**config.mk**
```make
export PLATFORM = sky130hd
export DESIGN_NAME = led_breathe_flat
export DESIGN_NICKNAME = d
export VERILOG_FILES = /design/src/rtl/led_breathe_pkg.sv /design/src/rtl/led_breathe_if.sv /design/src/rtl/led_breathe_pwm_gen.sv /design/src/rtl/led_breathe.sv /design/src/flat_wrapper.sv
export SDC_FILE = /design/constraint.sdc
export NUM_CORES = 1
export LEC_CHECK = 0
export ABC_AREA = 0
export CAP_MARGIN = 25
export CORE_MARGIN = 3
export CORE_UTILIZATION = 45
export CTS_CLUSTER_DIAMETER = 60
export DETAILED_ROUTE_END_ITERATION = 8
export PLACE_DENSITY = 0.64
export SLEW_MARGIN = 20
export SYNTH_ARGS = -nofsm -noshare
export SYNTH_HDL_FRONTEND = slang
export SYNTH_SLANG_ARGS = --single-unit
export TNS_END_PERCENT = 5
```
**constraint.sdc**
```tcl
create_clock -name clk -period 1.73 [get_ports clk]
set_input_delay 0.346 -clock clk [delete_from_list [all_inputs] [get_ports clk]]
set_output_delay 0.346 -clock clk [all_outputs]
set_load 0.01 [all_outputs]
```
**src/rtl/led_breathe_pkg.sv**
```systemverilog
// Shared types and default sizing for the breathing-LED driver.
package led_pkg;
  typedef enum logic [1:0] {IDLE, UP, DOWN} state_t;

  localparam int PWM_BITS_DEF    = 8;
  localparam int STEP_CYCLES_DEF = 196078;
endpackage

```
**src/rtl/led_breathe_if.sv**
```systemverilog
// Control/status bundle between the breathing-LED driver and its surroundings.
interface led_breathe_if
  import led_pkg::*;
#(
  parameter int PWM_BITS = PWM_BITS_DEF
);
  logic                en;
  logic                LED;
  logic [PWM_BITS-1:0] level;
  logic                dir;

  modport master (output en, input LED, level, dir);
  modport slave  (input en, output LED, level, dir);
endinterface

```
**src/rtl/led_breathe_pwm_gen.sv**
```systemverilog
// PWM generator: free-running counter, duty latched only at wrap, registered compare.
module pwm_gen
  import led_pkg::*;
#(
  parameter int PWM_BITS = PWM_BITS_DEF
) (
  input  logic                clk,
  input  logic                rst,
  input  logic                clr,
  input  logic [PWM_BITS-1:0] duty,
  output logic                LED
);
  logic [PWM_BITS-1:0] pwm_cnt;
  logic [PWM_BITS-1:0] duty_q;

  always_ff @(posedge clk) begin
    if (rst || clr) begin
      pwm_cnt <= '0;
      duty_q  <= '0;
      LED     <= 1'b0;
    end else begin
      pwm_cnt <= pwm_cnt + 1'b1;
      // duty only changes at the period boundary so no period is ever split
      if (pwm_cnt == '1)
        duty_q <= duty;
      LED <= (pwm_cnt < duty_q);
    end
  end
endmodule

```
**src/rtl/led_breathe.sv**
```systemverilog
// Breathing-LED driver: triangle brightness ramp feeding a PWM output.
// Define LED_BREATHE_GAMMA_EN to square the level (one registered stage) before PWM.
module led_breathe
  import led_pkg::*;
#(
  parameter int PWM_BITS    = PWM_BITS_DEF,
  parameter int STEP_CYCLES = STEP_CYCLES_DEF
) (
  input  logic           clk,
  input  logic           rst,
  led_breathe_if.slave   bus
);
  localparam int                PW         = (STEP_CYCLES > 1) ? $clog2(STEP_CYCLES) : 1;
  localparam logic [PW-1:0]     PRESC_LAST = PW'(STEP_CYCLES - 1);
  localparam logic [PWM_BITS-1:0] MAX_M1   = {{(PWM_BITS-1){1'b1}}, 1'b0};
  localparam logic [PWM_BITS-1:0] ONE      = PWM_BITS'(1);

  state_t              state;
  logic [PWM_BITS-1:0] level;
  logic                dir;
  logic [PW-1:0]       presc;
  logic                tick;
  logic                clr;
  logic [PWM_BITS-1:0] duty_src;

  assign tick = (presc == PRESC_LAST);
  // PWM is idled on the same edge that the FSM drops back to IDLE
  assign clr  = (state == IDLE) || !bus.en;

  always_ff @(posedge clk) begin
    if (rst || !bus.en) begin
      state <= IDLE;
      level <= '0;
      dir   <= 1'b0;
      presc <= '0;
    end else begin
      case (state)
        IDLE: begin
          state <= UP;
          dir   <= 1'b1;
          level <= '0;
          presc <= '0;
        end
        UP: begin
          presc <= tick ? '0 : presc + 1'b1;
          if (tick) begin
            if (level == MAX_M1) begin
              level <= '1;
              state <= DOWN;
              dir   <= 1'b0;
            end else begin
              level <= level + 1'b1;
            end
          end
        end
        DOWN: begin
          presc <= tick ? '0 : presc + 1'b1;
          if (tick) begin
            if (level == ONE) begin
              level <= '0;
              state <= UP;
              dir   <= 1'b1;
            end else begin
              level <= level - 1'b1;
            end
          end
        end
        default: begin
          state <= IDLE;
          level <= '0;
          dir   <= 1'b0;
          presc <= '0;
        end
      endcase
    end
  end

`ifdef LED_BREATHE_GAMMA_EN
  function automatic logic [PWM_BITS-1:0] gamma(input logic [PWM_BITS-1:0] l);
    logic [2*PWM_BITS-1:0] sq;
    sq = {{PWM_BITS{1'b0}}, l} * {{PWM_BITS{1'b0}}, l};
    return sq[2*PWM_BITS-1:PWM_BITS];
  endfunction

  logic [PWM_BITS-1:0] duty_p1;

  // ---- stage p1: squared level ----
  always_ff @(posedge clk) begin
    if (rst || clr)
      duty_p1 <= '0;
    else
      duty_p1 <= gamma(level);
  end

  assign duty_src = duty_p1;
`else
  assign duty_src = level;
`endif

  pwm_gen #(.PWM_BITS(PWM_BITS)) u_pwm (
    .clk  (clk),
    .rst  (rst),
    .clr  (clr),
    .duty (duty_src),
    .LED  (bus.LED)
  );

  assign bus.level = level;
  assign bus.dir   = dir;
endmodule

```
**src/flat_wrapper.sv**
```systemverilog
// flat-port wrapper written by rule: the top's interface ports become plain ports
module led_breathe_flat import led_pkg::*;
#(
  parameter int PWM_BITS    = PWM_BITS_DEF,
  parameter int STEP_CYCLES = STEP_CYCLES_DEF
)
  (clk, rst, bus_en, bus_LED, bus_level, bus_dir);
  led_breathe_if #(.PWM_BITS(PWM_BITS)) bus_i ();
  input  logic clk;
  input  logic rst;
  input wire logic [$bits(bus_i.en)-1:0] bus_en;
  output wire logic [$bits(bus_i.LED)-1:0] bus_LED;
  output wire logic [$bits(bus_i.level)-1:0] bus_level;
  output wire logic [$bits(bus_i.dir)-1:0] bus_dir;
  assign bus_i.en = bus_en;
  assign bus_LED = bus_i.LED;
  assign bus_level = bus_i.level;
  assign bus_dir = bus_i.dir;
  led_breathe #(.PWM_BITS(PWM_BITS), .STEP_CYCLES(STEP_CYCLES)) u_core (.clk(clk), .rst(rst), .bus(bus_i));
endmodule
```
==> parameters.txt <==
Parameter                              Value

Run status
  Outcome ... complete, no violations

Min path
  Hold Crit Endpoint ... u_core.bus.dir
  Hold Startpoint ... u_core.bus.dir
  Hold/Removal Path Class ... reg -> reg
  Hold Crit Depth ... 2

Timing
  Highest achievable clock rate ... about 590 MHz
  Worst slew margin ... 0.797
  Share of the clock period used by the worst path ... 0.977
  Slew at the pin closest to its max-slew limit ... slightly above 0.3 ns
  Unrepaired setup endpoints after global routing ... yes
  Fin Setup TNS ... 0 ns
  Final Hold Violating Endpoints ... 0
  Post-layout minimum cycle time ... 1.69 ns
  Worst clock skew ... roughly 0.0057 ns
  Setup violations, final ... 0
  Worst setup slack after layout ... just under 0.04 ns
  Number of max-slew violations in the final report ... 0

Clocking
  Clock transition at path regs ... ~0.08 ns
  Num CTS Buffers ... 5
  CTS tree ... done
  Clock latency reported for the late side of the worst-skew pair ... slightly below 0.3 ns
  H-tree depth ... 2
  # Post-CTS Setup Buffers ... 0
  Number of buffers on the longest clock path ... 2
  Clk Tree Root Cell ... sky130_fd_sc_hd__clkbuf_8
  Sink count of the clock tree ... 46

Logic synthesis
  Cells after synthesis ... a little under 300
  Synth cell types ... 52
  Proportion of synthesized flip-flops having asynchronous set or reset ... 0
  Largest cells by area after synthesis ... sky130_fd_sc_hd__dfxtp_1 36%, sky130_fd_sc_hd__ha_1 8.8%, sky130_fd_sc_hd__nor2_1 6.2%, sky130_fd_sc_hd__mux2i_1 3.9%, sky130_fd_sc_hd__xnor2_1 3.8%
  Synth Net Count ... approximately 310
  Share of the yosys chip area belonging to registers ... 0.359
  Dominant synthesized flop cell ... sky130_fd_sc_hd__dfxtp_1
  Synth top area share ... 0.359
  Post-synthesis sequential element count ... 46
  Post-synth design cell area ... 2560 um2
  Mean area per synthesized cell ... roughly 8.8 um2
  Synth area leader ... sky130_fd_sc_hd__dfxtp_1
  Syn. warnings ... 0
  Number of enable flip-flop cells after synthesis ... 0

Placement
  Setup WS pre-CTS ... -0.0795 ns
  Count of buffers from port buffering ... 12
  HPWL after detailed placement ... about 4100 um
  Routability cong. ... slightly below 0.9

Cells and area
  Signed area change from the synthesized netlist to the final layout ... 25.4%
  Antenna cells ... 0
  Share of final-layout standard cells stronger than drive strength 1 ... 0.224
  Fill cell instance count of the final layout ... around 480
  Core occupancy in the finished layout ... 0.606
  Final #Nets ... between 300 and 400

Job
  Max-cap violations ... 0

Power
  Clk pwr share ... 0.352
  Total power ... between 0.0015 and 0.002 W
  P per Cell Area ... around 560 nW/um2
  NetSw ... 0.000382 W
  Sequential power share ... 0.592
  Cell internal pwr ... 0.00142 W
  Switching share of power ... 0.212
  Part of the power in combinational logic ... 0.056
  IR Drop Worst-Case VDD ... 0.000345 V
  Leakage Power ... 1.29 nW

Route
  Starting DRC count in detailed routing ... 90
  Vias ... approximately 2100
  Residual DRC ... 0
  WL per Instance ... between 10 and 15 um
  Count of TritonRoute iterations in the first routing pass ... 4
  Detail Route Antenna Nets ... 0
  Final Routed Wirelength ... approximately 5300 um
  Vias per Instance ... roughly 5.2

Critical path
  Maximum net fanout on the critical path ... 6
  Critical Path Source Type ... flip-flop
  Crit Path Class ... reg -> reg
  Required time at the worst-slack endpoint ... between 1.5 and 2 ns
  FF-to-FF setup slack ... approximately 0.039 ns
  FF-to-FF End ... u_core.state[0]
  Worst R2R Start ... u_core.bus.level[0]
  Critical Path Sink Type ... flip-flop
  Data arrival time of the critical path ... between 1.5 and 2 ns
  Number of cells on the worst reg-to-reg path ... 6
  Launch point of the critical path ... u_core.bus.level[0]

GRT
  Global-route wire length before repair ... roughly 9300 um
  Via count of the first global-routing pass ... around 2100
  Overflow after GRT ... 0
  GRT Resource Usage Total ... 0.179
  Pin count of the biggest net entering global routing ... 18
  Initial antenna violation count ... 0

Floorplan
  Effective utilization at floorplan ... 0.483
  Floorplan die area ... around 6600 um2
  Placeable Area ... approximately 5300 um2
  Die height ... a little over 80 um
  Row cnt ... 26
  Die X ... between 80 and 90 um
  Ports ... 13
[what timing repair did]
item,in CTS,in global routing
pin swaps,0,2
gates resized for setup,10,16
endpoints found under the setup margin,6,14
hold buffers,0,0
[metal layers]
metal  GRT usage  vias up  wire length [um]
met2       0.293       30              2500
met4      0.0625        0                76
met1       0.233     1002              2580
met5           0        -                 0
met3      0.0384        7               190
li1            -     1104                 -
[worst max path at each step]
stage | end | slack (ns) | depth (start not counted)
4_1_cts | u_core.state[0] | -0.01 | 7
3_5_place_dp | u_core.u_pwm.LED | -0.08 | 5
6_report | u_core.state[0] | 0.04 | 6
5_1_grt | u_core.state[0] | -0.03 | 6
3_3_place_gp | u_core.state[0] | -0.02 | 6
2_1_floorplan | u_core.state[0] | -0.008 | 6
[power groups by stage]
stage | Sequential [W] | Clock, W | Combinational, W
after CTS | 0.00107 | 0.000671 | 0.000100
after global placement | 0.00109 | 0 | 0.0000985
after detailed placement | 0.00109 | 0 | 0.0000996
after floorplan | 0.00109 | 0 | 0.0000564
final | 0.00107 | 0.000633 | 0.000101
after global routing | 0.00107 | 0.000712 | 0.000113
[layout by cell type (no fill, tap or decap), types with 5 or more instances in the layout]
master                            instances
sky130_fd_sc_hd__clkbuf_8                 6
sky130_fd_sc_hd__nand2_1                 18
sky130_fd_sc_hd__nand4_1                  5
sky130_fd_sc_hd__nor3_1                   5
sky130_fd_sc_hd__dfxtp_1                 40
sky130_fd_sc_hd__nand3_1                 14
sky130_fd_sc_hd__ha_1                    15
sky130_fd_sc_hd__buf_4                   38
sky130_fd_sc_hd__xnor2_1                 11
sky130_fd_sc_hd__nor2_1                  42
sky130_fd_sc_hd__inv_1                   17
sky130_fd_sc_hd__nand2b_1                 5
sky130_fd_sc_hd__xor2_1                  11
sky130_fd_sc_hd__a21o_1                   5
sky130_fd_sc_hd__o21ai_0                  5
sky130_fd_sc_hd__a21oi_1                  9
sky130_fd_sc_hd__clkdlybuf4s50_1          6
sky130_fd_sc_hd__mux2i_1                 10
[synth_stat cells, drive strengths merged, types with 2 or more instances]
| master | count |
|---|---|
| mux2i | 10 |
| nand4 | 6 |
| inv | 18 |
| xnor2 | 11 |
| a21o | 5 |
| nand2b | 5 |
| or4 | 2 |
| o2bb2ai | 4 |
| or3 | 4 |
| dfxtp | 46 |
| xor2 | 11 |
| ha | 18 |
| nor2 | 42 |
| clkbuf | 5 |
| and3 | 4 |
| nor3b | 2 |
| mux2 | 7 |
| nor3 | 10 |
| nand2 | 18 |
| a31oi | 3 |
| nand3 | 15 |
| a22oi | 3 |
| buf | 8 |
| nand3b | 2 |
| nor4 | 2 |
| o21ai | 5 |
| a21oi | 10 |
| or2 | 2 |
[layout make-up]
cell class              count  area [um2]  area share
clock buffers               6        82.6      0.0257
multi-input cells         215        1570       0.488
well taps                  70        87.6      0.0273
inverters                  18        70.1      0.0218
flip-flops and latches     46         933       0.290
repair buffers             54         472       0.147
[sequential cells by signal, summed over array words and instances, names as in the netlist]
name,flops
u_core.u_pwm.pwm_cnt,8
u_core.u_pwm.duty_q,8
u_core.state,2
u_core.bus.level,8
u_core.u_pwm.LED,1
u_core.bus.dir,1
u_core.presc,18
[critical path: stages, from the launching register on]
cell and delay (ns):
sky130_fd_sc_hd__dfxtp_2 0.41, sky130_fd_sc_hd__ha_4 0.15, sky130_fd_sc_hd__nor4b_4 0.23, sky130_fd_sc_hd__a21boi_2 0.09
sky130_fd_sc_hd__a21o_1 0.18, sky130_fd_sc_hd__or4_1 0.46, sky130_fd_sc_hd__o31ai_1 0.08
[metrics by stage]
| step | hold WS [ns] | area [um2] | cells |
|---|---|---|---|
| final | 0.462 | 3210 | 409 |
| after global placement | 0.459 | 3060 | 403 |
| after floorplan | 0.436 | 2580 | 292 |
| after global routing | 0.489 | 3210 | 409 |
| after detailed placement | 0.453 | 3060 | 403 |
| after CTS | 0.472 | 3150 | 409 |
[cell families (layout without fill, tap and decap cells)]
| logic type | after synthesis | count (layout) | synth area share |
|---|---|---|---|
| muxes | 17 | 17 | 0.0698 |
| DFF | 46 | 46 | 0.359 |
| buffers and inverters | 31 | 78 | 0.0542 |
| AOI/OAI and AO/OA | 39 | 39 | 0.105 |
| xor gates and xnor gates | 22 | 22 | 0.0752 |
| adders and majority gates | 18 | 18 | 0.0879 |
| and+or+nand+nor | 119 | 119 | 0.249 |
Power figures use the tool's default switching activity.
